**config.mk**
```make
export PLATFORM = sky130hd
export DESIGN_NAME = uart_rx_fifo_wr
export DESIGN_NICKNAME = d
export VERILOG_FILES = /design/src/rtl/uart_rx_fifo_wr.sv
export SDC_FILE = /design/constraint.sdc
export NUM_CORES = 1
export LEC_CHECK = 0
export BUFFER_PORTS_ARGS = -buffer_cell sky130_fd_sc_hd__buf_4
export CORE_MARGIN = 2
export CORE_UTILIZATION = 59
export CTS_BUF_LIST = sky130_fd_sc_hd__clkbuf_2 sky130_fd_sc_hd__clkbuf_4 sky130_fd_sc_hd__clkbuf_8
export CTS_CLUSTER_SIZE = 14
export DETAILED_ROUTE_END_ITERATION = 8
export PLACE_DENSITY = 0.8
export SYNTH_ARGS = -nofsm -noshare
export SYNTH_HDL_FRONTEND = slang
export SYNTH_SLANG_ARGS = --single-unit
```
**constraint.sdc**
```tcl
create_clock -name clk_i -period 2.1 [get_ports clk_i]
set_input_delay 0.105 -clock clk_i [delete_from_list [all_inputs] [get_ports clk_i]]
set_output_delay 0.105 -clock clk_i [all_outputs]
set_load 0.1 [all_outputs]
```
**src/rtl/uart_rx_fifo_wr.sv**
```systemverilog
// uart_rx_fifo_wr
//   8N1 UART receiver feeding the write port of the RX FIFO.
//   The line is double-flopped. Each frame is qualified at the start-bit
//   mid-point and then sampled at every following bit mid-point. A good stop
//   bit produces a one-cycle write strobe, or an overrun pulse if the FIFO is
//   full. A low stop bit produces a single frame_err, and the receiver then
//   parks until the line returns high.
//
// Ports
//   clk_i          system clock
//   rst_n_i        synchronous active-low reset
//   rx_i           asynchronous serial line, idle high
//   fifo_full_i    RX FIFO full flag (sampled only at the stop decision)
//   wr_en_o        one-cycle FIFO write strobe per accepted byte
//   wr_data_o      received byte, held until the next write
//   rx_busy_o      high from start detection until the stop decision
//   frame_err_o    one-cycle pulse, stop bit sampled low
//   overrun_err_o  one-cycle pulse, good byte dropped because FIFO was full
module uart_rx_fifo_wr #(
    parameter int CLKS_PER_BIT = 32,
    parameter int HALF_BIT     = CLKS_PER_BIT / 2
) (
    input  logic       clk_i,
    input  logic       rst_n_i,
    input  logic       rx_i,
    input  logic       fifo_full_i,
    output logic       wr_en_o,
    output logic [7:0] wr_data_o,
    output logic       rx_busy_o,
    output logic       frame_err_o,
    output logic       overrun_err_o
);

    localparam int CW = $clog2(CLKS_PER_BIT);
    localparam logic [CW-1:0] CNT_HALF = CW'(HALF_BIT - 1);
    localparam logic [CW-1:0] CNT_FULL = CW'(CLKS_PER_BIT - 1);

    typedef enum logic [2:0] {IDLE, START, DATA, STOP, BRK} state_e;

    state_e          state_q, state_d;
    logic [CW-1:0]   cnt_q, cnt_d;
    logic [2:0]      idx_q, idx_d;
    logic [7:0]      sh_q, sh_d;
    logic [7:0]      wr_data_q, wr_data_d;
    logic            wr_en_q, wr_en_d;
    logic            fe_q, fe_d;
    logic            ov_q, ov_d;
    logic            rx_meta_q, rx_s_q;

    // State register and all datapath flops
    always_ff @(posedge clk_i) begin
        if (!rst_n_i) begin
            state_q   <= IDLE;
            rx_meta_q <= 1'b1;
            rx_s_q    <= 1'b1;
            cnt_q     <= '0;
            idx_q     <= '0;
            sh_q      <= '0;
            wr_data_q <= '0;
            wr_en_q   <= 1'b0;
            fe_q      <= 1'b0;
            ov_q      <= 1'b0;
        end else begin
            state_q   <= state_d;
            rx_meta_q <= rx_i;
            rx_s_q    <= rx_meta_q;
            cnt_q     <= cnt_d;
            idx_q     <= idx_d;
            sh_q      <= sh_d;
            wr_data_q <= wr_data_d;
            wr_en_q   <= wr_en_d;
            fe_q      <= fe_d;
            ov_q      <= ov_d;
        end
    end

    // Next-state and datapath update
    always_comb begin
        state_d   = state_q;
        cnt_d     = cnt_q;
        idx_d     = idx_q;
        sh_d      = sh_q;
        wr_data_d = wr_data_q;
        wr_en_d   = 1'b0;
        fe_d      = 1'b0;
        ov_d      = 1'b0;
        case (state_q)
            IDLE: begin
                if (!rx_s_q) begin
                    state_d = START;
                    cnt_d   = '0;
                end
            end
            START: begin
                if (cnt_q == CNT_HALF) begin
                    // A line that is high again at mid-start was a glitch
                    state_d = rx_s_q ? IDLE : DATA;
                    cnt_d   = '0;
                    idx_d   = '0;
                end else begin
                    cnt_d = cnt_q + CW'(1);
                end
            end
            DATA: begin
                if (cnt_q == CNT_FULL) begin
                    cnt_d = '0;
                    sh_d  = {rx_s_q, sh_q[7:1]};   // LSB arrives first
                    if (idx_q == 3'd7) begin
                        state_d = STOP;
                        idx_d   = '0;
                    end else begin
                        idx_d = idx_q + 3'd1;
                    end
                end else begin
                    cnt_d = cnt_q + CW'(1);
                end
            end
            STOP: begin
                if (cnt_q == CNT_FULL) begin
                    // Decide at stop mid-point so a back-to-back start is caught
                    cnt_d = '0;
                    if (rx_s_q) begin
                        state_d = IDLE;
                        if (fifo_full_i) begin
                            ov_d = 1'b1;
                        end else begin
                            wr_en_d   = 1'b1;
                            wr_data_d = sh_q;
                        end
                    end else begin
                        fe_d    = 1'b1;
                        state_d = BRK;
                    end
                end else begin
                    cnt_d = cnt_q + CW'(1);
                end
            end
            BRK: begin
                // Held-low line: wait for idle, one frame_err only
                if (rx_s_q) state_d = IDLE;
            end
            default: state_d = IDLE;
        endcase
    end

    // Outputs
    always_comb begin
        wr_en_o       = wr_en_q;
        wr_data_o     = wr_data_q;
        frame_err_o   = fe_q;
        overrun_err_o = ov_q;
        rx_busy_o     = (state_q == START) || (state_q == DATA) || (state_q == STOP);
    end

endmodule

```
==> impl_metrics.json <==
{
  "slowest_stage": "dfxtp_2",
  "htreeDepth": 2,
  "period_needed_ns": 1.98,
  "slew_headroom_pct": 68.8,
  "cts_tree": "done",
  "min_path_type": "in -> reg",
  "coreArea_sq_um": 2410,
  "avgSynthCellArea_sq_um": 9.68,
  "drc": 0,
  "fin_tns_setup_ns": 0,
  "critPathArrivalTime_ns": 2.21,
  "pwr_density_cell_nw_per_um2": 754,
  "place_congestion": 0.818,
  "cts.sinks": 32,
  "die_y_um": 53.8,
  "skew_ns": 0.00295,
  "clockBufferDepth": 2,
  "finalHoldViolCount": 0,
  "post-route-period-util_pct": 94.3,
  "end_kind": "register",
  "leakage_nw": 0.636,
  "tightest_slew_ns": 0.468,
  "initial_core_util_pct": 60.6,
  "startpoint_type": "register",
  "synthArstFlopShare_pct": 0,
  "synthCells": 151,
  "chipWidth_um": 53.8,
  "synth_top_area_share_pct": 43.8,
  "yosysSeqAreaShare_pct": 43.8,
  "fin_nets": 180,
  "antenna_found_initial": 0,
  "worst_slack_ns": 0.120,
  "diodes": 0,
  "post-place-ws_ns": 0.0212,
  "path_clk_slew_ns": 0.10,
  "synth-seq-cells": 32,
  "routed_wl_um": 2720,
  "drv_cap": 0,
  "io-pin-count": 16,
  "firstDrtPassIters": 4,
  "ant_nets": 0,
  "cts_buffers": 5,
  "synth_edf_count": 0,
  "cts_root_buf": "clkbuf_4",
  "synth_area_leaders": "dfxtp_1 44%, mux2i_1 11%, nor2b_1 9.8%, ha_1 5.1%, nand2_1 2.8%",
  "drt_iter0_drc": 12,
  "path_delay_family": "simple AND/OR/NAND/NOR gates",
  "vias": 1108,
  "drive_gt1_share_pct": 22.2,
  "ys_dominant_reg_cell": "dfxtp_1",
  "crit_fanout": 6,
  "ir_worst_vdd_uv": 805,
  "routedWlPerCell_um": 13.5,
  "setup_viol": 0,
  "grt_pass1_wl_um": 4280,
  "crit_chain": "ha_2 > and3_4 > ha_4 > nand4b_1 > nor3_2 > buf_6 > mux2i_1 > nor2b_1",
  "track_usage_pct": 20.4,
  "io_buffers": 15,
  "mostFrequentLayoutCells": "30 x dfxtp_1, 23 x nor2b_1, 19 x buf_4, 16 x mux2i_1, 11 x nand2_1",
  "fp.dieArea_sq_um": 2890,
  "crit_required_ns": 2.33,
  "slowest_delay_ns": 0.37,
  "yosysWarnings": 0,
  "synth.distinct_cells": 35,
  "grt_start_max_net_pins": 37,
  "area_delta_synth_final_pct": 17.4,
  "cp_num_buf_inv": 1,
  "rows": 18,
  "max_freq_ghz": 0.505,
  "critical_path_class": "reg -> reg",
  "grt_pass1_vias": 1014,
  "clock_latency_ns": 0.33,
  "grt-ovfl-total": 0,
  "n_fill_cell": 174,
  "final_common_cell": "dfxtp_1",
  "dp_hpwl_um": 1700,
  "status": "completed",
  "fin_util_pct": 71.2,
  "synth_top_cell_by_area": "dfxtp_1",
  "maxSlewViolCount": 0,
  "syn_area_sq_um": 1460,
  "synth_nets": 161,
  "viasPerCell": 5.51
}
worst reg2reg max path: cells and delay by family, from the launching register on:
kind                       cells  cell delay (ns)
buffers and inverters          1             0.17
adders and majority gates      2             0.35
DFF                            1             0.37
and+or+nand+nor                4             0.78
muxes                          1             0.20
kinds of logic after synthesis:
| kind of cell | share of synthesized area (%) |
|---|---|
| buffers and inverters | 4.62 |
| AOI/OAI and AO/OA | 8.82 |
| adders and majority gates | 5.14 |
| DFF | 43.8 |
| and+or+nand+nor | 25.9 |
| muxes | 11.7 |
where the power goes:
| group | leakage [nW] | switching, W | internal, W |
|---|---|---|---|
| sequential | 0.259 | 0.0000296 | 0.000618 |
| combinational | 0.331 | 0.000110 | 0.0000570 |
| clock | 0.0456 | 0.000216 | 0.000262 |
| total | 0.636 | 0.000356 | 0.000938 |
what timing repair did:
action	in CTS	in global routing
resized for setup	0	9
buffers inserted	0	2
setup endpoints to repair	0	8
hold buffers	1	0
endpoints found under the hold margin	1	0
worst paths after layout:
| path | slack, ns | depth (start not counted) | endpoint | startpoint |
|---|---|---|---|---|
| setup / recovery | 0.12 | 8 | wr_data_o[5] | cnt_q[0] |
| hold / removal | 0.02 | 3 | overrun_err_o | fifo_full_i |
| setup reg to reg | 0.12 | 8 | wr_data_o[5] | cnt_q[0] |
| hold reg to reg | 0.43 | 1 | rx_s_q | rx_meta_q |
state kept, by name, summed over array words and instances (netlist names):
name	flops
wr_en_o	1
overrun_err_o	1
sh_q	8
rx_s_q	1
cnt_q	5
rx_meta_q	1
wr_data_o	8
idx_q	3
frame_err_o	1
state_q	3
cells in the mapped netlist (4+ instances only):
master	n
nor2b_1	23
inv_1	4
ha_1	6
mux2i_1	16
o21ai_0	4
a21oi_1	4
nand2b_1	4
nand2_1	11
dfxtp_1	32
nor2_1	5
stage by stage:
step           cells  total power, W  hold WS [ns]  instance area (sq um)
6_report         201         0.00129        0.0241                   1720
5_1_grt          201         0.00134        0.0345                   1720
4_1_cts          198         0.00129        0.0171                   1670
3_5_place_dp     189        0.000822         0.291                   1580
3_3_place_gp     189        0.000818         0.287                   1580
2_1_floorplan    151        0.000797         0.206                   1460
final cells by class:
class | count | area [sq um] | share of cell area [%]
Inverter | 4 | 15.0 | 0.875
Sequential cell | 32 | 643 | 37.5
Multi-Input combinational cell | 106 | 776 | 45.2
Clock inverter | 2 | 35.0 | 2.04
Timing Repair Buffer | 21 | 164 | 9.56
Clock buffer | 6 | 45.0 | 2.63
Tap cell | 30 | 37.5 | 2.19
metal layers:
| layer | GRT usage [%] | share of wire (%) | vias to the layer above |
|---|---|---|---|
| met4 | 9.40 | 1.7 | 0 |
| met2 | 33.5 | 48 | 23 |
| li1 | - | - | 560 |
| met1 | 24.7 | 46 | 517 |
| met5 | 0 | 0 | - |
| met3 | 5.56 | 3.7 | 8 |
No activity file was read; power rests on OpenSTA's default activity.
